### src/rtl/product_accumulator_if.sv
// Stream bundle between the multiplier-side producer, the accumulator and
// the byte sink: product input handshake plus the result byte output.
interface product_accumulator_if;
    logic       in_valid;
    logic       in_ready;
    logic [7:0] product;
    logic       out_valid;
    logic       out_ready;
    logic [7:0] out_data;
    logic       out_last;
    logic       overflow;

    // Producer/sink side: offers products and takes result bytes
    modport master (
        output in_valid, product, out_ready,
        input  in_ready, out_valid, out_data, out_last, overflow
    );

    // Accumulator side: takes products and offers result bytes
    modport slave (
        input  in_valid, product, out_ready,
        output in_ready, out_valid, out_data, out_last, overflow
    );
endinterface

### src/rtl/product_accumulator.sv
// Sums N_SAMPLES unsigned 8-bit products into a saturating accumulator and
// emits each frame total as a little-endian two-byte burst.
module product_accumulator #(
    parameter int N_SAMPLES = 4,
    parameter int ACC_W     = 12
) (
    input  logic                 clk,
    input  logic                 rst_n,
    input  logic                 ena,
    input  logic                 clear,
    product_accumulator_if.slave bus
);

    typedef enum logic [1:0] {
        ACCUM  = 2'd0,
        OUT_LO = 2'd1,
        OUT_HI = 2'd2
    } state_t;

    localparam logic [ACC_W-1:0] ACC_MAX  = '1;
    localparam logic [7:0]       LAST_IDX = 8'(N_SAMPLES - 1);

    state_t           state;
    state_t           state_next;
    logic [ACC_W-1:0] acc;
    logic [ACC_W-1:0] acc_next;
    logic [7:0]       cnt;
    logic [7:0]       cnt_next;
    logic             ovf;
    logic             ovf_next;
    logic             byte_valid;
    logic             byte_valid_next;
    logic [7:0]       byte_data;
    logic [7:0]       byte_data_next;
    logic             byte_last;
    logic             byte_last_next;

    logic [ACC_W:0]   sum_wide;
    logic [7:0]       acc_hi;
    logic             accept;

    // The extra top bit of the sum is the carry that signals saturation;
    // acc <= 2^ACC_W-1 and product <= 255 so one spare bit is enough.
    assign sum_wide = {1'b0, acc} + {{(ACC_W - 7){1'b0}}, bus.product};
    assign acc_hi   = 8'(acc >> 8);

    // Ready only while collecting samples and nothing above normal
    // operation (reset, clear, freeze) is in force this cycle.
    assign bus.in_ready = rst_n & ena & ~clear & (state == ACCUM);
    assign accept       = bus.in_valid & bus.in_ready;

    assign bus.out_valid = byte_valid;
    assign bus.out_data  = byte_data;
    assign bus.out_last  = byte_last;
    assign bus.overflow  = ovf;

    // Next-state and next-output decode; clear beats enable, and with ena
    // low every register simply keeps its value.
    always_comb begin
        state_next      = state;
        acc_next        = acc;
        cnt_next        = cnt;
        ovf_next        = ovf;
        byte_valid_next = byte_valid;
        byte_data_next  = byte_data;
        byte_last_next  = byte_last;

        if (clear) begin
            state_next      = ACCUM;
            acc_next        = '0;
            cnt_next        = '0;
            ovf_next        = 1'b0;
            byte_valid_next = 1'b0;
            byte_data_next  = 8'h00;
            byte_last_next  = 1'b0;
        end else if (ena) begin
            case (state)
                ACCUM: begin
                    byte_valid_next = 1'b0;
                    byte_last_next  = 1'b0;
                    if (accept) begin
                        if (sum_wide[ACC_W]) begin
                            acc_next = ACC_MAX;
                            ovf_next = 1'b1;
                        end else begin
                            acc_next = sum_wide[ACC_W-1:0];
                        end
                        cnt_next = cnt + 8'd1;
                        if (cnt == LAST_IDX) begin
                            state_next      = OUT_LO;
                            byte_valid_next = 1'b1;
                            byte_data_next  = acc_next[7:0];
                        end
                    end
                end
                OUT_LO: begin
                    if (bus.out_ready) begin
                        state_next     = OUT_HI;
                        byte_data_next = acc_hi;
                        byte_last_next = 1'b1;
                    end
                end
                OUT_HI: begin
                    if (bus.out_ready) begin
                        state_next      = ACCUM;
                        acc_next        = '0;
                        cnt_next        = '0;
                        ovf_next        = 1'b0;
                        byte_valid_next = 1'b0;
                        byte_data_next  = 8'h00;
                        byte_last_next  = 1'b0;
                    end
                end
                default: begin
                    state_next      = ACCUM;
                    byte_valid_next = 1'b0;
                    byte_last_next  = 1'b0;
                end
            endcase
        end
    end

    // State, accumulator and registered outputs; reset overrides everything
    always_ff @(posedge clk) begin
        if (!rst_n) begin
            state      <= ACCUM;
            acc        <= '0;
            cnt        <= '0;
            ovf        <= 1'b0;
            byte_valid <= 1'b0;
            byte_data  <= 8'h00;
            byte_last  <= 1'b0;
        end else begin
            state      <= state_next;
            acc        <= acc_next;
            cnt        <= cnt_next;
            ovf        <= ovf_next;
            byte_valid <= byte_valid_next;
            byte_data  <= byte_data_next;
            byte_last  <= byte_last_next;
        end
    end

endmodule

### src/flat_wrapper.sv
// flat-port wrapper written by rule: the top's interface ports become plain ports
module product_accumulator_flat 
#(
    parameter int N_SAMPLES = 4,
    parameter int ACC_W     = 12
)
  (clk, rst_n, ena, clear, bus_in_valid, bus_product, bus_out_ready, bus_in_ready, bus_out_valid, bus_out_data, bus_out_last, bus_overflow);
  product_accumulator_if bus_i ();
  input  logic clk;
  input  logic rst_n;
  input  logic ena;
  input  logic clear;
  input wire logic [$bits(bus_i.in_valid)-1:0] bus_in_valid;
  input wire logic [$bits(bus_i.product)-1:0] bus_product;
  input wire logic [$bits(bus_i.out_ready)-1:0] bus_out_ready;
  output wire logic [$bits(bus_i.in_ready)-1:0] bus_in_ready;
  output wire logic [$bits(bus_i.out_valid)-1:0] bus_out_valid;
  output wire logic [$bits(bus_i.out_data)-1:0] bus_out_data;
  output wire logic [$bits(bus_i.out_last)-1:0] bus_out_last;
  output wire logic [$bits(bus_i.overflow)-1:0] bus_overflow;
  assign bus_i.in_valid = bus_in_valid;
  assign bus_i.product = bus_product;
  assign bus_i.out_ready = bus_out_ready;
  assign bus_in_ready = bus_i.in_ready;
  assign bus_out_valid = bus_i.out_valid;
  assign bus_out_data = bus_i.out_data;
  assign bus_out_last = bus_i.out_last;
  assign bus_overflow = bus_i.overflow;
  product_accumulator #(.N_SAMPLES(N_SAMPLES), .ACC_W(ACC_W)) u_core (.clk(clk), .rst_n(rst_n), .ena(ena), .clear(clear), .bus(bus_i));
endmodule
### config.mk
export PLATFORM = sky130hd
export DESIGN_NAME = product_accumulator_flat
export DESIGN_NICKNAME = d
export VERILOG_FILES = /design/src/rtl/product_accumulator_if.sv /design/src/rtl/product_accumulator.sv /design/src/flat_wrapper.sv
export SDC_FILE = /design/constraint.sdc
export NUM_CORES = 1
export LEC_CHECK = 0
export ABC_CLOCK_PERIOD_IN_PS = 2400
export BUFFER_PORTS_ARGS = -buffer_cell sky130_fd_sc_hd__buf_2
export CAP_MARGIN = 20
export CORE_ASPECT_RATIO = 1.25
export CORE_MARGIN = 1
export CORE_UTILIZATION = 35
export CTS_BUF_LIST = sky130_fd_sc_hd__clkbuf_4 sky130_fd_sc_hd__clkbuf_8
export DETAILED_ROUTE_END_ITERATION = 10
export PLACE_DENSITY_LB_ADDON = 0.05
export SKIP_CTS_REPAIR_TIMING = 1
export SLEW_MARGIN = 20
export SYNTH_ARGS = -nofsm -noshare
export SYNTH_HDL_FRONTEND = slang
export SYNTH_SLANG_ARGS = --single-unit
### constraint.sdc
create_clock -name clk -period 2.4 [get_ports clk]
set_input_delay 0.24 -clock clk [delete_from_list [all_inputs] [get_ports clk]]
set_output_delay 0.24 -clock clk [all_outputs]
set_load 0.005 [all_outputs]
## Yosys cells after proc, flatten, opt, wreduce, memory -nomap -nowiden

Index checks and enable logic that the tools add are counted.

| storage, ports and cells | value |
|---|---|
| register bits after elaboration | 33 |
| input port bits | 14 |
| output and inout bits | 12 |

| operators by class | value |
|---|---|
| muxes and demuxes | 25 |
| equality and inequality tests | 8 |
| reductions and logical operators | 10 |
| $add $sub $neg | 2 |
| bitwise operators | 7 |

Operators by type and width:

| kind | count |
|---|---|
| 8-bit two-way mux | 5 |
| 12-bit two-way mux | 3 |
| 12-bit one-hot mux with 2 select lines | 1 |
| 8-bit one-hot mux with 3 select lines | 1 |
| 8-bit one-hot mux with 2 select lines | 1 |
| 12-bit by 8-bit adder with 13-bit output | 1 |
| 5-bit AND reduction | 2 |
| 8-bit by 1-bit adder with 8-bit output, second input constant | 1 |
| 8-bit by 2-bit == test with 1-bit output, second input constant | 1 |
| 2-bit two-way mux | 4 |
| 1-bit two-way mux | 6 |
| 2-bit != test, second input constant | 3 |
| 2-bit one-hot mux with 3 select lines | 1 |
| 3-bit AND reduction | 2 |
| 6-bit AND reduction | 1 |
| 1-bit bitwise AND | 4 |
| 2-bit by 1-bit != test with 1-bit output, second input constant | 2 |
| 1-bit one-hot mux with 2 select lines | 2 |
| 4-bit AND reduction | 1 |
| 1-bit inverter | 3 |
| 1-bit one-hot mux with 3 select lines | 1 |
| 3-bit nonzero test | 1 |
| 2-bit by 1-bit == test with 1-bit output, second input constant | 1 |
| 2-bit == test, second input constant | 1 |
| 3 further kinds | 3 |

## Longest topological paths before layout

| logic depth | value |
|---|---|
| depth in word-level cells | 6 |
| gate-level depth with buffers | 9 |
| mapped depth without buffers | 7 |

## Worst setup path before layout

Ideal clock, no wire load.

| timing | value |
|---|---|
| path kind | reg-to-reg |
| start | register u_core.acc[0] |
| end | register u_core.acc[7] |
| required time | 2.283 ns |
| path buffers | 0 |
| data arrival time | 2.100 ns |
| slack | 0.184 ns |
| stages on the path, launching flop included | 8 |
| cell sequence | dfxtp_1 > ha_1 > fa_1 > a21o_1 > a221oi_2 > a21oi_2 > a21o_1 > a22o_1 |

| on the way | value |
|---|---|
| word-level cells in the longest chain between the ends | 4 |

Ends and longest elaborated chain:

| item | RTL line | source |
|---|---|---|
| from (decl) | product_accumulator.sv:25 | `logic [ACC_W-1:0] acc;` |
| from (signal assigned) | product_accumulator.sv:135 | `acc <= acc_next;` |
| 12-bit by 8-bit adder with 13-bit output | product_accumulator.sv:44 | `assign sum_wide = {1'b0, acc} + {{(ACC_W - 7){1'b0}}, bus.product};` |
| 12-bit two-way mux | product_accumulator.sv:82 | `if (sum_wide[ACC_W]) begin` |
| 12-bit two-way mux | product_accumulator.sv:81 | `if (accept) begin` |
| 12-bit one-hot mux with 2 select lines | product_accumulator.sv:77 | `case (state)` |

Every way passes these cells. The select of a mux whose other input is x is not followed.
A chain may end at the register's enable or synchronous reset.

## Final worst setup path

Same ends and word-level chain as after synthesis.

==> results by group <==
Run status
  • Status: finished, final reports clean

Finish
  • Layout Cell Area excl Fill: 0.00223 mm2
  • ANT cells: 0
  • Syn-to-layout area delta: 19.2%
  • Non-filler cells, final: 312
  • # nets final: 277
  • Layout cells sized above 1: 0.204

Power
  • Cell area power density: 506 mW/mm2
  • Worst VDD drop: 317 uV
  • LEAKAGE: 0.000960 uW

Floorplan
  • Die height: 83.7 um
  • Starting Density: 0.365
  • Chip width: 67.3 um
  • Core ar.: 0.00512 mm2
  • Die area: between 0.005 and 0.006 mm2
  • Site Rows: 29
  • I/O pins: 26

Timing
  • Final worst slack: 0.181 ns
  • Post-layout min period: 2.22 ns
  • Slew @ Worst Pin: about 0.66 ns
  • Setup TNS: 0 ns
  • Max-slew headroom: 0.557
  • Fin. Hold Viols: 0
  • RSZ-0062 raised after global routing: no
  • Final setup fails: 0
  • Worst Hold Slack: around 0.3 ns
  • Max Freq: 451 MHz
  • Pins Over Slew Limit: 0
  • Final worst path period share: 0.924
  • Worst Clk Skew: 0.0100 ns

Clocking
  • TritonCTS Buffers: 5
  • Max Root-Sink Buffers: 2
  • Clock transition at path regs: 0.07 ns
  • Htree depth: 2
  • Clk Latency, worst-skew pair: between 0.2 and 0.3 ns
  • Root Buffer: clkbuf_8
  • CTS tree: yes
  • Clk sink count: 33

Drt
  • Initial DRT Pass Iterations: 4
  • Via density: ~5.3
  • Detailed Route Iter0 Violations: 65
  • Residual DRC: 0
  • Detailed-route via count: 1,664
  • Final antenna-violating net count: 0
  • Routed wire length: 4580 um
  • Wirelength per Cell: about 15 um

Yosys
  • Mapped Avg Cell Area: 8.77 um2
  • Unique cell type count in the Yosys netlist: 44
  • Ys async rst share: 0
  • Top post-synthesis cells by area: dfxtp_1 (35%), ha_1 (8.7%), o21ai_0 (5.1%)
  • Yosys top cell area share: 0.354
  • EDFF count, synth: 0
  • Top-count cell post-synth: dfxtp_1
  • Synth Warn #: 0
  • Synth Instances: around 210
  • Register bit total from synthesis: 33
  • Main synth FF type: dfxtp_1
  • Mapped Nets: 241
  • Synth cell count leaders: dfxtp_1 (33), nor2_1 (23), nand2_1 (22)
  • Area of the mapped netlist: 0.00187 mm2
  • Seq/Total Area, Yosys: 0.354
  • Dominant cell type by area after synthesis: dfxtp_1

Global route
  • Gr usage total: 0.181
  • Initial antenna violation count: 0
  • Grt total ovfl: 0
  • Number of global-route vias before repair: 1,630
  • Largest net degree at the start of global routing: 11
  • First-pass GRT wire length: 7680 um

Place
  • Placed inst area: 0.00211 mm2
  • Routability-driven placement congestion ratio: 0.795
  • Setup WS pre-CTS: 0.0290 ns
  • Dpl hpwl: 3590 um
  • Inst Count DP: around 300
  • IO Port Bufs: 25

Setup path
  • Arrival time of the worst setup path: 2.39 ns
  • R2r startpoint: u_core.acc[0]
  • Reg2reg end: u_core.acc[7]
  • R2R depth: 7
  • Delay-heaviest family, CP: compound AO/OA/AOI/OAI gates
  • Critical path fanouts, max: 10
  • Crit path cell chain: ha_1, fa_1, a21o_1, a221oi_4, a21oi_2, a21o_1, a22o_1
  • Setup slack, reg-to-reg: roughly 0.18 ns
  • Critical path depth: 7
  • CP Capture Type: register
  • Worst setup SP type: register
  • Max incr delay on CP: approximately 0.40 ns
  • Kind of critical path: register to register
  • Max stage delay cell, worst path: fa_1
  • Cell repeated most along the worst path: a21o_1
  • CP startpoint: u_core.acc[0]
  • Worst setup endpoint: u_core.acc[7]
  • CP Buf/Inv Count: 0
  • Worst Path Required: 2.57 ns

Job
  • MaxCap Viol Count: 0

Hold path
  • Worst hold path type: input pin to register
[per-layer routing]
metal | GRT usage | wire (um) | vias up
li1 | - | - | 855
met1 | 0.212 | 2040 | 777
met2 | 0.317 | 2340 | 26
met3 | 0.0410 | 141 | 6
met4 | 0.0522 | 57 | 0
met5 | 0 | 0 | -
[state kept, by name, indices dropped and copies added (netlist names)]
signal                flops
u_core.acc               12
u_core.bus.out_valid      1
u_core.bus.out_data       8
u_core.state              2
u_core.cnt                8
u_core.bus.overflow       1
u_core.bus.out_last       1
[layout make-up]
class                   count  area (um2)
multi-input cells         171        1180
flip-flops and latches     33         661
repair buffers             33         185
fillers                   515        2890
well taps                  62        77.6
clock inverters             1        5.00
clock buffers               7        96.3
inverters                   5        18.8
[kinds of logic after synthesis]
| family | share of synthesized area |
|---|---|
| xor gates and xnor gates | 0.0516 |
| and+or+nand+nor | 0.242 |
| adders and majority gates | 0.0978 |
| muxes | 0.00536 |
| buffers and inverters | 0.0201 |
| DFF | 0.354 |
| AOI/OAI and AO/OA | 0.230 |
[report_power, final]
group / total, uW / internal, uW / switching (uW) / leakage, uW
Sequential: 555 / 552 / 2.79 / 0.000266
Clock: 459 / 259 / 200 / 0.0000542
Combinational: 113 / 47.1 / 66.1 / 0.000639
Total: 1130 / 858 / 269 / 0.000960
[worst min-delay path, stage by stage]
cell,delay [ns]
buf_2,0.12
a21oi_1,0.07
nor3_1,0.11
[metrics by stage]
step                 util  power, uW
finish              0.435       1130
global placement    0.413        681
CTS                 0.433       1140
global route        0.435       1180
detailed placement  0.413        678
floorplan               -        639
[worst min-delay path by stage]
stage,startpoint,endpoint,slack (ns),cells after the start
final,bus_out_ready,u_core.bus.out_last,0.30,3
after floorplan,u_core.acc[0],u_core.acc[0],0.43,2
after detailed placement,u_core.bus.out_data[6],u_core.bus.out_data[6],0.44,2
after global routing,clear,u_core.state[1],0.33,3
after global placement,u_core.bus.out_data[5],u_core.bus.out_data[5],0.44,2
after CTS,bus_out_ready,u_core.bus.out_last,0.29,3
[cell usage in the layout (no fill, tap or decap), types with 4 or more instances in the layout]
cell type / instances
buf_2: 25
o21ai_0: 19
clkbuf_8: 7
nor3_1: 6
a211oi_1: 4
inv_1: 5
dfxtp_1: 33
nand2_1: 22
o211ai_1: 4
a22oi_1: 4
xnor2_1: 6
nor2_1: 23
a21oi_1: 12
buf_4: 8
xor2_1: 5
a21o_1: 5
ha_1: 13
Note: power is estimated with default switching activity, not from simulation.
